`src/rtl/hazard_stall_controller_if.sv`:
```
// ID-stage hazard fields and pipeline-control outputs shared by the pipeline and the
// hazard/stall controller.
interface hazard_stall_controller_if #(
  parameter int unsigned REG_ADDR_W = 5,
  parameter int unsigned CNT_W      = 32
);
  logic                  id_valid;
  logic [REG_ADDR_W-1:0] id_rs1;
  logic [REG_ADDR_W-1:0] id_rs2;
  logic                  id_use_rs1;
  logic                  id_use_rs2;
  logic [REG_ADDR_W-1:0] id_rd;
  logic                  id_reg_write;
  logic                  id_mem_read;
  logic                  id_is_ecall;
  logic                  id_x17_is_10;
  logic                  ex_flush;

  logic                  pc_write;
  logic                  if_id_write;
  logic                  id_ex_bubble;
  logic                  if_id_flush;
  logic                  halted;
  logic [CNT_W-1:0]      stall_cycles;

  // Controller side
  modport slave (
    input  id_valid, id_rs1, id_rs2, id_use_rs1, id_use_rs2, id_rd, id_reg_write,
           id_mem_read, id_is_ecall, id_x17_is_10, ex_flush,
    output pc_write, if_id_write, id_ex_bubble, if_id_flush, halted, stall_cycles
  );

  // Pipeline side
  modport master (
    output id_valid, id_rs1, id_rs2, id_use_rs1, id_use_rs2, id_rd, id_reg_write,
           id_mem_read, id_is_ecall, id_x17_is_10, ex_flush,
    input  pc_write, if_id_write, id_ex_bubble, if_id_flush, halted, stall_cycles
  );
endinterface

```
`src/rtl/hazard_stall_controller.sv`:
```
// Load-use stall, mispredict flush and ecall-halt drain control for a 5-stage pipeline.
// Tracks destination tags of the instructions in EX/MEM/WB.
module hazard_stall_controller #(
  parameter int unsigned REG_ADDR_W = 5,
  parameter int unsigned CNT_W      = 32
) (
  input logic                     i_clk,
  input logic                     i_rst_n,
  hazard_stall_controller_if.slave io_hz
);

  typedef struct packed {
    logic                  valid;
    logic [REG_ADDR_W-1:0] rd;
    logic                  reg_write;
    logic                  mem_read;
  } tag_t;

  typedef enum logic [1:0] {
    StRun,
    StDrain,
    StHalted
  } state_e;

  tag_t             r_ex, r_mem, r_wb;
  tag_t             w_id_tag, w_ex_d;
  state_e           r_state, w_state_d;
  logic [CNT_W-1:0] r_cnt, w_cnt_d;

  logic w_rs1_hit, w_rs2_hit;
  logic w_load_use, w_halt_req, w_issue, w_cnt_inc, w_pipe_empty;
  logic w_pc_write, w_if_id_write, w_id_ex_bubble, w_if_id_flush;
  logic w_unused_tags;

  always_comb begin
    w_rs1_hit  = io_hz.id_use_rs1 && (io_hz.id_rs1 == r_ex.rd);
    w_rs2_hit  = io_hz.id_use_rs2 && (io_hz.id_rs2 == r_ex.rd);
    // Only a load still in EX is uncoverable; one cycle later forwarding from MEM works.
    w_load_use = io_hz.id_valid && r_ex.valid && r_ex.mem_read && (r_ex.rd != '0) &&
                 (w_rs1_hit || w_rs2_hit);
    w_halt_req = io_hz.id_valid && io_hz.id_is_ecall && io_hz.id_x17_is_10 && !w_load_use;
    // A halting ecall retires in ID; it never occupies a tag slot.
    w_issue    = (r_state == StRun) && io_hz.id_valid && !w_load_use && !io_hz.ex_flush &&
                 !w_halt_req;

    w_id_tag.valid     = 1'b1;
    w_id_tag.rd        = io_hz.id_rd;
    w_id_tag.reg_write = io_hz.id_reg_write;
    w_id_tag.mem_read  = io_hz.id_mem_read;
    w_ex_d             = w_issue ? w_id_tag : '0;

    w_pipe_empty = !r_ex.valid && !r_mem.valid && !r_wb.valid;
  end

  always_comb begin
    w_state_d      = r_state;
    w_pc_write     = 1'b1;
    w_if_id_write  = 1'b1;
    w_id_ex_bubble = 1'b0;
    w_if_id_flush  = 1'b0;
    w_cnt_inc      = 1'b0;
    unique case (r_state)
      StRun: begin
        if (io_hz.ex_flush) begin
          w_if_id_flush  = 1'b1;
          w_id_ex_bubble = 1'b1;
        end else if (w_load_use) begin
          w_pc_write     = 1'b0;
          w_if_id_write  = 1'b0;
          w_id_ex_bubble = 1'b1;
          w_cnt_inc      = 1'b1;
        end else if (w_halt_req) begin
          w_state_d = StDrain;
        end
      end
      StDrain: begin
        w_pc_write     = 1'b0;
        w_if_id_write  = 1'b0;
        w_id_ex_bubble = 1'b1;
        w_cnt_inc      = 1'b1;
        if (w_pipe_empty) begin
          w_state_d = StHalted;
        end
      end
      StHalted: begin
        w_pc_write     = 1'b0;
        w_if_id_write  = 1'b0;
        w_id_ex_bubble = 1'b1;
      end
      default: w_state_d = StRun;
    endcase
  end

  always_comb begin
    w_cnt_d = r_cnt;
    if (w_cnt_inc && (r_cnt != '1)) begin
      w_cnt_d = r_cnt + CNT_W'(1);
    end
  end

  always_ff @(posedge i_clk or negedge i_rst_n) begin
    if (!i_rst_n) begin
      r_ex    <= '0;
      r_mem   <= '0;
      r_wb    <= '0;
      r_state <= StRun;
      r_cnt   <= '0;
    end else begin
      r_ex    <= w_ex_d;
      r_mem   <= r_ex;
      r_wb    <= r_mem;
      r_state <= w_state_d;
      r_cnt   <= w_cnt_d;
    end
  end

  assign io_hz.pc_write     = w_pc_write;
  assign io_hz.if_id_write  = w_if_id_write;
  assign io_hz.id_ex_bubble = w_id_ex_bubble;
  assign io_hz.if_id_flush  = w_if_id_flush;
  assign io_hz.halted       = (r_state == StHalted);
  assign io_hz.stall_cycles = r_cnt;

  // WB tag payload is kept for visibility alongside forwarding; only its valid bit matters here.
  assign w_unused_tags = ^{r_wb.rd, r_wb.reg_write, r_wb.mem_read};

endmodule

```
`src/flat_wrapper.sv`:
```
// flat-port wrapper written by rule: the top's interface ports become plain ports
module hazard_stall_controller_flat 
#(
  parameter int unsigned REG_ADDR_W = 5,
  parameter int unsigned CNT_W      = 32
)
  (i_clk, i_rst_n, io_hz_id_valid, io_hz_id_rs1, io_hz_id_rs2, io_hz_id_use_rs1, io_hz_id_use_rs2, io_hz_id_rd, io_hz_id_reg_write, io_hz_id_mem_read, io_hz_id_is_ecall, io_hz_id_x17_is_10, io_hz_ex_flush, io_hz_pc_write, io_hz_if_id_write, io_hz_id_ex_bubble, io_hz_if_id_flush, io_hz_halted, io_hz_stall_cycles);
  hazard_stall_controller_if #(.REG_ADDR_W(REG_ADDR_W), .CNT_W(CNT_W)) io_hz_i ();
  input logic i_clk;
  input logic i_rst_n;
  input wire logic [$bits(io_hz_i.id_valid)-1:0] io_hz_id_valid;
  input wire logic [$bits(io_hz_i.id_rs1)-1:0] io_hz_id_rs1;
  input wire logic [$bits(io_hz_i.id_rs2)-1:0] io_hz_id_rs2;
  input wire logic [$bits(io_hz_i.id_use_rs1)-1:0] io_hz_id_use_rs1;
  input wire logic [$bits(io_hz_i.id_use_rs2)-1:0] io_hz_id_use_rs2;
  input wire logic [$bits(io_hz_i.id_rd)-1:0] io_hz_id_rd;
  input wire logic [$bits(io_hz_i.id_reg_write)-1:0] io_hz_id_reg_write;
  input wire logic [$bits(io_hz_i.id_mem_read)-1:0] io_hz_id_mem_read;
  input wire logic [$bits(io_hz_i.id_is_ecall)-1:0] io_hz_id_is_ecall;
  input wire logic [$bits(io_hz_i.id_x17_is_10)-1:0] io_hz_id_x17_is_10;
  input wire logic [$bits(io_hz_i.ex_flush)-1:0] io_hz_ex_flush;
  output wire logic [$bits(io_hz_i.pc_write)-1:0] io_hz_pc_write;
  output wire logic [$bits(io_hz_i.if_id_write)-1:0] io_hz_if_id_write;
  output wire logic [$bits(io_hz_i.id_ex_bubble)-1:0] io_hz_id_ex_bubble;
  output wire logic [$bits(io_hz_i.if_id_flush)-1:0] io_hz_if_id_flush;
  output wire logic [$bits(io_hz_i.halted)-1:0] io_hz_halted;
  output wire logic [$bits(io_hz_i.stall_cycles)-1:0] io_hz_stall_cycles;
  assign io_hz_i.id_valid = io_hz_id_valid;
  assign io_hz_i.id_rs1 = io_hz_id_rs1;
  assign io_hz_i.id_rs2 = io_hz_id_rs2;
  assign io_hz_i.id_use_rs1 = io_hz_id_use_rs1;
  assign io_hz_i.id_use_rs2 = io_hz_id_use_rs2;
  assign io_hz_i.id_rd = io_hz_id_rd;
  assign io_hz_i.id_reg_write = io_hz_id_reg_write;
  assign io_hz_i.id_mem_read = io_hz_id_mem_read;
  assign io_hz_i.id_is_ecall = io_hz_id_is_ecall;
  assign io_hz_i.id_x17_is_10 = io_hz_id_x17_is_10;
  assign io_hz_i.ex_flush = io_hz_ex_flush;
  assign io_hz_pc_write = io_hz_i.pc_write;
  assign io_hz_if_id_write = io_hz_i.if_id_write;
  assign io_hz_id_ex_bubble = io_hz_i.id_ex_bubble;
  assign io_hz_if_id_flush = io_hz_i.if_id_flush;
  assign io_hz_halted = io_hz_i.halted;
  assign io_hz_stall_cycles = io_hz_i.stall_cycles;
  hazard_stall_controller #(.REG_ADDR_W(REG_ADDR_W), .CNT_W(CNT_W)) u_core (.i_clk(i_clk), .i_rst_n(i_rst_n), .io_hz(io_hz_i));
endmodule
```
`config.mk`:
```
export PLATFORM = sky130hd
export DESIGN_NAME = hazard_stall_controller_flat
export DESIGN_NICKNAME = d
export VERILOG_FILES = /design/src/rtl/hazard_stall_controller_if.sv /design/src/rtl/hazard_stall_controller.sv /design/src/flat_wrapper.sv
export SDC_FILE = /design/constraint.sdc
export NUM_CORES = 1
export LEC_CHECK = 0
export BUFFER_PORTS_ARGS = -buffer_cell sky130_fd_sc_hd__buf_4
export CAP_MARGIN = 25
export CORE_ASPECT_RATIO = 0.75
export CORE_MARGIN = 2
export CORE_UTILIZATION = 29
export DETAILED_ROUTE_END_ITERATION = 12
export SYNTH_ARGS = -nofsm -noshare
export SYNTH_HDL_FRONTEND = slang
export SYNTH_SLANG_ARGS = --single-unit
```
`constraint.sdc`:
```
create_clock -name i_clk -period 4.4 [get_ports i_clk]
set_input_delay 0.66 -clock i_clk [delete_from_list [all_inputs] [get_ports i_clk]]
set_output_delay 0.66 -clock i_clk [all_outputs]
set_load 0.05 [all_outputs]
```
==> results.sh, run 1 <==
export IMPL_yosys_warnings=0
export IMPL_drive_above_1_share=0.288
export IMPL_io_pins=62
export IMPL_clockRootBuffer="clkbuf_8"
export IMPL_hold_viol=0
export IMPL_synthFlopType="dfrtp_1"
export IMPL_clock_path_buffers=2
export IMPL_first_pass_iters=4
export IMPL_finClkSkew_ns=0.00513
export IMPL_fmax_mhz=369
export IMPL_clk_insertion_delay_late_ns=0.29
export IMPL_diodes=0
export IMPL_layout_common_cells="buf_4 (60), dfrtp_1 (43), xor2_1 (24)"
export IMPL_gp_congestion=0.759
export IMPL_final_common_cell="buf_4"
export IMPL_filler_cell_count=742
export IMPL_avgSynthCellArea_um2=10.6
export IMPL_yosys_register_bits=43
export IMPL_grt_max_degree=44
export IMPL_finalSetupViolations=0
export IMPL_post_route_period_util=0.616
export IMPL_final_util=0.382
export IMPL_synth_nets=236
export IMPL_start_util=0.298
export IMPL_relSlewSlack=0.542
export IMPL_synthDominantCellAreaShare=0.493
export IMPL_fin_tns_setup_ns=0
export IMPL_clkPwrFrac=0.215
export IMPL_worstMarginPinSlew_ns=0.685
export IMPL_clkSinkCount=43
export IMPL_vias_per_cell=4.56
export IMPL_hp_class="primary input to async pin"
export IMPL_power_switching_uw=406
export IMPL_end_kind="flip-flop"
export IMPL_cts_tree="yes"
export IMPL_die_area_um2=8240
export IMPL_finalMaxSlewViolations=0
export IMPL_async_flop_share=1.00
export IMPL_final_area_um2=2800
export IMPL_port_buffers=60
export IMPL_drt_iter0_drc=70
export IMPL_grt_pass1_vias=1543
export IMPL_std_cell_rows=27
export IMPL_grt_pass1_wl_um=7730
export IMPL_powerDensity_nw_per_um2=382
export IMPL_dieHeight_um=79.1
export IMPL_seq_area_frac_synth=0.493
export IMPL_clk_pin_slew_ns=0.08
export IMPL_cts_buffers=5
export IMPL_drv_cap=0
export IMPL_arrival_ns=2.88
export IMPL_synth_cells=206
export IMPL_grt_usage=0.116
export IMPL_p_seq_frac=0.441
export IMPL_cts_resized=0
export IMPL_post_route_min_period_ns=2.71
export IMPL_cts_setup_buffers=0
export IMPL_antenna_found_initial=0
export IMPL_synth_cell_types=37
export IMPL_placed_area_um2=2730
export IMPL_areaGrowthSynthToFinish_pct=28.4
export IMPL_num_vias=1678
export IMPL_htree_levels=2
export IMPL_synth_edf_count=0
export IMPL_ir_worst_vdd_mv=0.399
export IMPL_dp_final_hpwl_um=3420
export IMPL_combPwrFrac=0.344
export IMPL_setup_worst_path_start_class="flip-flop"
export IMPL_drt_antenna_violating_nets=0
export IMPL_wl_um=4600
export IMPL_critPathKind="flip-flop to flip-flop"
export IMPL_rsz0062_at_grt="no"
export IMPL_final_nets=298
export IMPL_synthTopCellsByArea="dfrtp_1 (49%), xor2_1 (9.6%), xnor2_1 (6.8%)"
export IMPL_required_ns=4.57
export IMPL_drc=0
export IMPL_hold_buffers=0
export IMPL_wl_per_cell_um=12.5
export IMPL_gr_total_overflow=0
export IMPL_synth_cell_area_um2=2180
export IMPL_leakage_uw=0.00139
export IMPL_yosysTopAreaCell="dfrtp_1"
export IMPL_p_sw_frac=0.379
export IMPL_status="completed"
export IMPL_core_um2=7330
export IMPL_p_int_uw=665
export IMPL_die_width_um=104
export IMPL_crit_path_max_fanout=28
[routing by layer]
metal / wire length (µm) / track usage
met5: 0 / 0
met4: 74 / 0.0405
met3: 224 / 0.0345
met2: 1900 / 0.161
met1: 2400 / 0.169
[sequential cells by signal, summed over array words and instances (netlist names)]
register	cells
u_core.r_mem	1
u_core.io_hz.stall_cycles	32
u_core.r_wb	1
u_core.r_ex	7
u_core.r_state	2
[stage by stage]
stage          hold slack, ns  power (µW)  std cells  worst slack (ns)
2_1_floorplan           0.356         745        206              1.31
3_3_place_gp            0.363         848        362              1.73
3_5_place_dp            0.372         850        362              1.72
4_1_cts                 0.373        1080        368              1.70
5_1_grt                 0.394        1140        368              1.52
6_report                0.352        1070        368              1.69
[power by group through the flow]
stage | Sequential (µW) | Clock, µW | Combinational, µW
2_1_floorplan | 544 | 0 | 201
3_3_place_gp | 479 | 0 | 369
3_5_place_dp | 480 | 0 | 370
4_1_cts | 473 | 240 | 371
5_1_grt | 478 | 259 | 400
6_report | 472 | 231 | 368
[synthesized netlist by cell type (2+ instances only)]
cell type,instances
nor2_1,7
dfrtp_1,43
xor2_1,24
and3_1,5
clkbuf_1,2
or3_1,2
xnor2_1,17
nand3_1,13
nand2_1,17
buf_4,3
ha_1,5
nor2_2,3
nor3_1,16
and2_1,8
nor4_1,7
inv_1,10
nand4_1,3
nand2b_1,2
[cell families after synthesis]
group | synth area share
AND/OR/NAND/NOR | 0.231
flip-flops | 0.493
XOR/XNOR | 0.165
buffers and inverters | 0.0310
AO/OA/AOI/OAI | 0.0413
adder cells (fa/ha/maj) | 0.0287
multiplexers | 0.0103
[layout make-up]
cell class                      count  area, µm²  share of cell area
Inverter                           10       37.5              0.0134
Tap cell                          101        126              0.0451
Sequential cell                    43       1080               0.384
Multi-Input combinational cell    148       1040               0.371
Timing Repair Buffer               60        450               0.161
Clock buffer                        6       72.6              0.0259
[critical path, stage by stage, from the launching register on]
cell and delay, ns:
dfrtp_1 0.44, nand4_2 0.18, nor4_4 0.34, nand3_2 0.20
or4_4 0.48, o21bai_4 0.56, mux2_1 0.38
[final timing paths]
check	start	to	slack [ns]	cells after the start
worst max register to register	u_core.io_hz.stall_cycles[6]	u_core.io_hz.stall_cycles[1]	1.69	6
worst min register to register	u_core.r_mem[7]	u_core.r_wb[7]	0.38	0
worst max-delay path	u_core.io_hz.stall_cycles[6]	u_core.io_hz.stall_cycles[1]	1.69	6
max in group asynchronous	i_rst_n	u_core.io_hz.stall_cycles[0]	3.66	1
worst min-delay path	i_rst_n	u_core.r_state[0]	0.35	1
min in group i_clk	u_core.r_mem[7]	u_core.r_wb[7]	0.38	0
(Power assumes the default switching activity.)
==> inputs of run 2 (changes only) <==
- clock period: 4.4 -> 2.23 ns (I/O delays scaled with it)
==> run 2 against run 1 <==
  * Combinational power grew to 3.0 times the previous value
  * Highest routed layer unchanged
  * Via count is 11% higher
  * Register-to-register slack worse by 1.7 ns
  * Flip-flop and latch count stayed put
  * Die area stayed put
  * The run now ends with setup timing left
  * Core utilization is 11 points higher
  * Worst setup slack worse by 1.7 ns
  * Clock-buffer cell count stayed put
==> results.sh, run 2 (synthesized netlist as in run 1, its figures left out) <==
export IMPL_status="finished, violations left"
export IMPL_violations="setup timing"
export IMPL_p_seq_frac=0.346
export IMPL_fmax_mhz=437
export IMPL_finalSetupViolations=5
export IMPL_combPwrFrac=0.416
export IMPL_final_util=0.488
export IMPL_crit_family="compound AO/OA/AOI/OAI gates"
export IMPL_post_route_min_period_ns=2.29
export IMPL_p_sw_frac=0.360
export IMPL_drc=0
export IMPL_drv_cap=0
export IMPL_critPathSlowestCell="dfrtp_1"
export IMPL_rsz0062_at_grt="yes"
export IMPL_std_cell_rows=27
export IMPL_io_pins=62
export IMPL_start_util=0.298
export IMPL_clock_path_buffers=2
export IMPL_finalMaxSlewViolations=0
export IMPL_largest_reg_flops=32
export IMPL_core_um2=7330
export IMPL_layout_common_cells="buf_4 (96), dfrtp_1 (26), xor2_1 (24)"
export IMPL_vias_per_cell=4.45
export IMPL_leakage_uw=0.00175
export IMPL_gp_congestion=0.818
export IMPL_crit_start="u_core.r_ex[4]"
export IMPL_ir_worst_vdd_mv=0.296
export IMPL_r2r_start="u_core.r_ex[4]"
export IMPL_num_vias=1859
export IMPL_cts_buffers=5
export IMPL_worstMarginPinSlew_ns=0.552
export IMPL_crit_path_max_fanout=3
export IMPL_grt_max_degree=44
export IMPL_hold_viol=0
export IMPL_clk_pin_slew_ns=0.09
export IMPL_port_buffers=60
export IMPL_layout_setup_ws_ns=-0.0562
export IMPL_setup_worst_path_start_class="flip-flop"
export IMPL_die_area_um2=8240
export IMPL_dieHeight_um=79.1
export IMPL_end_kind="output port"
export IMPL_clk_insertion_delay_late_ns=0.30
export IMPL_power_switching_uw=963
export IMPL_dp_final_hpwl_um=3880
export IMPL_htree_levels=2
export IMPL_cpMostUsedCell="buf_6"
export IMPL_clockRootBuffer="clkbuf_8"
export IMPL_arrival_ns=1.95
export IMPL_wl_per_cell_um=13.4
export IMPL_critPathKind="flip-flop to output port"
export IMPL_path_buf_inv=2
export IMPL_drt_iter0_drc=53
export IMPL_post_route_period_util=1.03
export IMPL_cpPeakStageDelay_ns=0.43
export IMPL_die_width_um=104
export IMPL_powerDensity_nw_per_um2=749
export IMPL_p_int_uw=1710
export IMPL_drt_antenna_violating_nets=0
export IMPL_relSlewSlack=0.632
export IMPL_placed_area_um2=3070
export IMPL_final_area_um2=3580
export IMPL_required_ns=1.90
export IMPL_grt_usage=0.134
export IMPL_clkSinkCount=43
export IMPL_drive_above_1_share=0.558
export IMPL_hp_class="primary input to async pin"
export IMPL_gr_total_overflow=0
export IMPL_cp_cell_sequence="or3_1 > o311a_1 > buf_6 > a32oi_4 > buf_6"
export IMPL_wl_um=5620
export IMPL_final_nets=346
export IMPL_diodes=0
export IMPL_cts_tree="yes"
export IMPL_antenna_found_initial=0
export IMPL_clkPwrFrac=0.238
export IMPL_grt_pass1_wl_um=8780
export IMPL_grt_pass1_vias=1832
export IMPL_final_common_cell="buf_4"
export IMPL_finClkSkew_ns=0.00723
export IMPL_first_pass_iters=4
export IMPL_areaGrowthSynthToFinish_pct=63.9
==> run 2: cell types whose count changed in the layout (fill, tap and decap cells not counted), sizes merged <==
| cell | before | now |
|---|---|---|
| clkbuf | 6 | 8 |
| buf | 60 | 106 |
| bufinv | 0 | 1 |
| clkinv | 0 | 1 |
==> run 2: area by class of cell <==
class                   instances  area (µm²)
fillers                       686        3750
multi-input cells             148        1290
flip-flops and latches         43        1100
repair buffers                108         910
well taps                     101         126
clock buffers                   6        82.6
inverters                      10        37.5
clock inverters                 2        35.0
==> run 2: path summary, 6_finish.rpt <==
check	endpoint	slack [ns]	depth (start not counted)
setup reg to reg	u_core.r_state[1]	-0.03	6
hold reg to reg	u_core.r_wb[7]	0.39	0
setup / recovery	io_hz_if_id_write	-0.06	5
min in group i_clk	u_core.r_ex[4]	0.24	2
max in group asynchronous	u_core.io_hz.stall_cycles[5]	1.80	1
hold / removal	u_core.io_hz.stall_cycles[31]	0.02	1
==> run 2: per-layer routing <==
layer / part of all wire / track usage / vias to the layer above
met5: 0 / 0 / -
met4: 0.0075 / 0.0324 / 0
met3: 0.041 / 0.0378 / 6
met2: 0.48 / 0.211 / 35
met1: 0.47 / 0.184 / 891
li1: - / - / 927
==> run 2: through the flow <==
step	power (µW)	setup slack, ns	TNS [ns]	hold WS [ns]	std cells
6_report	2680	-0.0562	-0.180	0.0234	418
5_1_grt	2820	-0.133	-1.58	0.0579	418
4_1_cts	2560	-0.0823	-0.279	0.0349	411
3_5_place_dp	1830	-0.0172	-0.109	0.365	399
3_3_place_gp	1820	-0.0138	-0.0384	0.362	399
2_1_floorplan	1500	-0.165	-2.16	0.0389	206
==> run 2: repair_timing <==
action | in CTS | in global routing
setup buffers | 4 | 5
hold endpoints to repair | 0 | 0
endpoints found under the setup margin | 21 | 34
hold buffers | 0 | 0
pin swaps | 6 | 13
resized for setup | 12 | 31
cloned | 0 | 2
==> run 2: power by group through the flow <==
stage,clock (µW),combinational (µW),sequential [µW]
finish,639,1110,927
global route,695,1180,941
CTS,655,981,926
detailed placement,0,890,942
global placement,0,881,940
floorplan,0,428,1080
